===== src/rtl/input_reg_ctrl.sv =====
// Producer side of the CPU input register: debounced buttons and a gravity timer
// become one-at-a-time move flags in in_reg_data[2:0], cleared by CPU write-back.
module input_reg_ctrl #(
    parameter int DEBOUNCE_CYCLES = 16,
    parameter int GRAVITY_CYCLES  = 1000,
    parameter int FIFO_DEPTH      = 4
) (
    input  logic                          clk,
    input  logic                          rst,
    input  logic                          btn_down,
    input  logic                          btn_left,
    input  logic                          btn_right,
    input  logic                          gravity_en,
    input  logic                          final_isMoveOrWriteShape,
    input  logic [31:0]                   input_reg_update,
    output logic [31:0]                   in_reg_data,
    output logic                          busy,
    output logic [$clog2(FIFO_DEPTH):0]   fifo_count,
    output logic                          event_dropped
);

    localparam int DB_W  = (DEBOUNCE_CYCLES > 2) ? $clog2(DEBOUNCE_CYCLES) : 1;
    localparam int GR_W  = $clog2(GRAVITY_CYCLES);
    localparam int PTR_W = $clog2(FIFO_DEPTH);
    localparam int CNT_W = PTR_W + 1;

    logic [2:0]        r_sync1;
    logic [2:0]        r_sync2;
    logic [2:0]        r_db_state;
    logic [DB_W-1:0]   r_db_cnt [3];
    logic [2:0]        r_btn_evt;
    logic [GR_W-1:0]   r_grav_cnt;
    logic [2:0]        r_pend;
    logic              r_dropped;
    logic [PTR_W-1:0]  r_wr_ptr;
    logic [PTR_W-1:0]  r_rd_ptr;
    logic [CNT_W-1:0]  r_count;
    logic [2:0]        r_mem [FIFO_DEPTH];
    logic [31:0]       r_in_reg;

    logic              w_grav_evt;
    logic [2:0]        w_evt;
    logic              w_full;
    logic              w_empty;
    logic [2:0]        w_push_sel;
    logic              w_push;
    logic              w_pop;
    logic              w_drop;

    // Bit order throughout: [0]=down, [1]=left, [2]=right
    always_ff @(posedge clk or negedge rst) begin
        if (!rst) begin
            r_sync1    <= '0;
            r_sync2    <= '0;
            r_db_state <= '0;
            r_btn_evt  <= '0;
            for (int i = 0; i < 3; i++) r_db_cnt[i] <= '0;
        end else begin
            r_sync1   <= {btn_right, btn_left, btn_down};
            r_sync2   <= r_sync1;
            r_btn_evt <= '0;
            for (int i = 0; i < 3; i++) begin
                if (r_sync2[i] == r_db_state[i]) begin
                    r_db_cnt[i] <= '0;
                end else if (r_db_cnt[i] == DB_W'(DEBOUNCE_CYCLES - 1)) begin
                    r_db_state[i] <= ~r_db_state[i];
                    r_db_cnt[i]   <= '0;
                    r_btn_evt[i]  <= ~r_db_state[i];
                end else begin
                    r_db_cnt[i] <= r_db_cnt[i] + 1'b1;
                end
            end
        end
    end

    assign w_grav_evt = gravity_en && (r_grav_cnt == GR_W'(GRAVITY_CYCLES - 1));

    always_ff @(posedge clk or negedge rst) begin
        if (!rst) begin
            r_grav_cnt <= '0;
        end else if (!gravity_en || w_grav_evt) begin
            r_grav_cnt <= '0;
        end else begin
            r_grav_cnt <= r_grav_cnt + 1'b1;
        end
    end

    // Gravity and a button down in the same cycle collapse into a single down event
    assign w_evt   = r_btn_evt | {2'b00, w_grav_evt};
    assign w_full  = (r_count == CNT_W'(FIFO_DEPTH));
    assign w_empty = (r_count == '0);

    always_comb begin
        w_push_sel = 3'b000;
        if (!w_full) begin
            if (r_pend[0])      w_push_sel = 3'b001;
            else if (r_pend[1]) w_push_sel = 3'b010;
            else if (r_pend[2]) w_push_sel = 3'b100;
        end
    end

    assign w_push = |w_push_sel;
    assign w_pop  = !final_isMoveOrWriteShape && (r_in_reg[2:0] == 3'b000) && !w_empty;
    assign w_drop = |(w_evt & r_pend & ~w_push_sel);

    always_ff @(posedge clk or negedge rst) begin
        if (!rst) begin
            r_pend    <= '0;
            r_dropped <= 1'b0;
            r_wr_ptr  <= '0;
            r_rd_ptr  <= '0;
            r_count   <= '0;
            r_in_reg  <= '0;
        end else begin
            r_pend <= (r_pend & ~w_push_sel) | w_evt;
            if (w_drop) r_dropped <= 1'b1;
            if (w_push) r_wr_ptr <= r_wr_ptr + 1'b1;
            if (w_pop)  r_rd_ptr <= r_rd_ptr + 1'b1;
            case ({w_push, w_pop})
                2'b10:   r_count <= r_count + 1'b1;
                2'b01:   r_count <= r_count - 1'b1;
                default: r_count <= r_count;
            endcase
            if (final_isMoveOrWriteShape) begin
                r_in_reg <= input_reg_update;
            end else if (w_pop) begin
                r_in_reg[2:0] <= r_mem[r_rd_ptr];
            end
        end
    end

    // Queue storage needs no reset: occupancy alone decides what is valid
    always_ff @(posedge clk) begin
        if (w_push) r_mem[r_wr_ptr] <= w_push_sel;
    end

    assign in_reg_data   = r_in_reg;
    assign busy          = |r_in_reg[2:0];
    assign fifo_count    = r_count;
    assign event_dropped = r_dropped;

endmodule


===== config.mk =====
export PLATFORM = sky130hd
export DESIGN_NAME = input_reg_ctrl
export DESIGN_NICKNAME = d
export VERILOG_FILES = /design/src/rtl/input_reg_ctrl.sv
export SDC_FILE = /design/constraint.sdc
export NUM_CORES = 1
export LEC_CHECK = 0
export ABC_AREA = 1
export CAP_MARGIN = 20
export CORE_ASPECT_RATIO = 0.75
export CORE_MARGIN = 8
export CORE_UTILIZATION = 40
export DETAILED_ROUTE_END_ITERATION = 10
export GPL_TIMING_DRIVEN = 0
export PLACE_DENSITY = 0.67
export SLEW_MARGIN = 10
export SYNTH_ARGS = -nofsm -noshare
export SYNTH_HDL_FRONTEND = slang
export SYNTH_SLANG_ARGS = --single-unit

===== constraint.sdc =====
create_clock -name clk -period 2.44 [get_ports clk]
set_input_delay 0.488 -clock clk [delete_from_list [all_inputs] [get_ports clk]]
set_output_delay 0.488 -clock clk [all_outputs]
set_load 0.05 [all_outputs]

==> impl_metrics.csv <==
group,metric,value,unit
grt,grt_pass1_vias,2877,
placement,place_ws,-0.110,ns
drt,drcViolationCount,0,
pwr,p_sw,1.33,mW
clock_network,cts_resized,0,
pwr,clockPowerShare,33.3,%
sta,setup_ws,0.145,ns
die,initial_core_util,40.4,%
synth,synthCells,412,
layout,fin_nets,549,
min_path,hp-class,"reg2reg",
layout,drive_above_1_share,8.91,%
critical_path,crit_family,"buffers and inverters",
placement,hpwl,5.97,mm
die,fp.dieH,101,um
pwr,comb_power_share,24.9,%
critical_path,cp-start-kind,"register",
grt,grt_max_degree,65,
min_path,min-delay-start,"r_sync1[0]$_DFF_PN0_",
critical_path,cp_data_arrival_time,1.81,ns
clock_network,numCtsBuffers,9,
sta,finalSetupViolCount,0,
critical_path,path_max_fanout,3,
synth,synthDistinctLibCells,30,
layout,final_util,53.6,%
die,dieArea,0.0130,mm^2
pwr,p_int,2.81,mW
clock_network,cts_tree,"done",
placement,place.gp.congestion,0.783,
sta,max_freq,436,MHz
clock_network,worstSkewPairLatency,0.34,ns
layout,syn_to_final_growth,32.7,%
sta,hold_viol,0,
die,die_x,129,um
drt,vias_per_cell,4.39,
placement,portBuffers,75,
grt,grt.total_usage,13.2,%
drt,drt_first_pass_iters,4,
synth,synth_top_cell_by_area,"dfrtp_1",
synth,synthTopCellsByArea,"dfrtp_1 50%, nand2_1 14%, edfxtp_1 9.4%",
job,cap_violations,0,
synth,yosysWarnings,0,
sta,rsz0062_at_grt,"false",
clock_network,h-tree-depth,3,
synth,ys_seq_area_share,59.6,%
critical_path,worst-path-buf-inv,2,
die,core-area,0.00950,mm^2
clock_network,cts.clk_slew.worst_paths,0.06,ns
layout,seqCellArea,0.00229,mm^2
sta,fin_worst_skew,0.00857,ns
critical_path,critPathKind,"reg2out",
synth,syn_nets,461,
sta,worst_slew_pin_slew,0.540,ns
critical_path,rr_startpoint,"in_reg_data[1]$_DFFE_PN0P_",
drt,drt_wl_total,8.02,mm
pwr,seqPwrFrac,41.8,%
critical_path,endpoint_kind,"output port",
grt,antenna_found_initial,0,
clock_network,cts.sinks,89,
pwr,power_density,813,mW/mm^2
synth,synth_top_area_share,50.2,%
sta,period_share,94.0,%
pwr,switching_share,32.2,%
pwr,leakagePower,2.48,nW
critical_path,crit_chain,"nor3_4 -> inv_1 -> clkdlybuf4s50_1",
critical_path,crit_path_start,"in_reg_data[1]$_DFFE_PN0P_",
clock_network,clock_path_buffers,2,
layout,nFillCells,850,
die,ios,76,
layout,multiInputGateArea,0.00131,mm^2
sta,fin_crit,2.29,ns
synth,syn_area,0.00384,mm^2
clock_network,clockRootBuffer,"clkbuf_16",
drt,wl_per_cell,12.6,um
pwr,ir_drop,379,uV
sta,final_max_slew_viol_count,0,
drt,vias,2798,
die,rows,31,
drt,drt_iter0_markers,150,
grt,overflow,0,
critical_path,slowest_delay,0.71,ns
synth,synth_seq_cells,89,
drt,postRouteAntennaNets,0,
sta,max_slew_margin,63.7,%
critical_path,required,1.95,ns
layout,num_antenna_cells,0,
critical_path,slowest_stage,"clkdlybuf4s50_1",
synth,avgSynthCellArea,9.31,um^2
grt,grt_pass1_wl,13.5,mm
pwr,power,4.14,mW
run_status,status,"completed",
## synthesized netlist by cell type, drive strengths merged
cell type	instances
or2	3
dfrtp	77
clkbuf	1
o21ai	7
nor2	39
nor3	6
edfxtp	12
a21o	1
xor2	9
fa	1
nand2	143
buf	7
nand3	29
a21oi	4
inv	53
ha	9
o21bai	1
nand4	2
nand3b	1
xnor2	7
## through the flow
stage / setup TNS (ns) / instance area (um^2) / std cells / hold slack (ns)
after floorplan: 0 / 3840 / 412 / 0.192
after global placement: -141.12 / 4750 / 619 / 0.332
after detailed placement: -0.110 / 4780 / 620 / 0.335
after CTS: 0 / 5090 / 637 / 0.349
after global routing: 0 / 5090 / 637 / 0.360
final: 0 / 5090 / 637 / 0.347
## worst paths after layout
kind                                              end  cells after the start  slack (ns)
max reg2reg                 fifo_count[2]$_DFFE_PN0P_                      9        0.41
max                                              busy                      3        0.15
max in group asynchronous  in_reg_data[9]$_DFFE_PN0P_                      3        1.34
min                              r_sync2[0]$_DFF_PN0_                      0        0.35
min reg2reg                      r_sync2[0]$_DFF_PN0_                      0        0.35
min in group asynchronous      r_db_cnt[11]$_DFF_PN0_                      2        0.54
## timing repair
action,4_1_cts,5_1_grt
hold buffers,1,0
hold endpoints to repair,13,0
buffers inserted,0,0
## kinds of logic (layout without fill, tap and decap cells)
logic type	Yosys count	after routing	share of synthesized area [%]
xor+xnor	16	16	3.65
flops	89	89	59.6
fa+ha+maj	10	10	3.46
buf+inv	61	154	6.26
compound gates	13	13	2.12
simple gates	223	223	24.9
## cells in the final DEF (no fill, tap or decap), drive strengths merged
master / count
nor3: 6
clkdlybuf4s50: 74
clkinvlp: 1
clkinv: 3
fa: 1
dfrtp: 77
o21ai: 7
xor2: 9
nand3: 29
a21oi: 4
clkbuf: 11
or2: 3
a21o: 1
xnor2: 7
edfxtp: 12
nor2: 39
bufinv: 1
ha: 9
nand2: 143
nand4: 2
nand3b: 1
o21bai: 1
dlygate4sd3: 1
buf: 9
inv: 54
## sequential cells by signal (all words and copies together) (netlist names)
register and flops:
event_dropped 1, fifo_count 3, in_reg_data 32, r_btn_evt 3, r_db_cnt 12, r_db_state 3
r_grav_cnt 10, r_mem 12, r_pend 3, r_rd_ptr 2, r_sync1 3, r_sync2 3
r_wr_ptr 2
## power groups by stage
| stage | clock network (mW) | logic (mW) | registers (mW) |
|---|---|---|---|
| 3_5_place_dp | 0 | 1.04 | 1.76 |
| 3_3_place_gp | 0 | 1.02 | 1.75 |
| 2_1_floorplan | 0 | 0.357 | 2.05 |
| 5_1_grt | 1.49 | 1.12 | 1.75 |
| 6_report | 1.38 | 1.03 | 1.73 |
| 4_1_cts | 1.42 | 1.05 | 1.73 |
## per-layer routing
metal | vias up | global-route usage, % | part of all wire, %
met2 | 47 | 21.5 | 50
met1 | 1301 | 15.6 | 44
met5 | - | 0 | 0
li1 | 1438 | - | -
met4 | 0 | 6.48 | 1.9
met3 | 12 | 4.07 | 4.4
## area by class of cell
type,count,share of cell area [%]
clock buffer,10,4.69
multi-input combinational,262,25.7
inverter,53,3.91
buffer,8,0.811
sequential,89,44.9
timing repair buffer,77,15.4
clock inverter,6,1.30
tap,132,3.24
(Power assumes the default switching activity.)
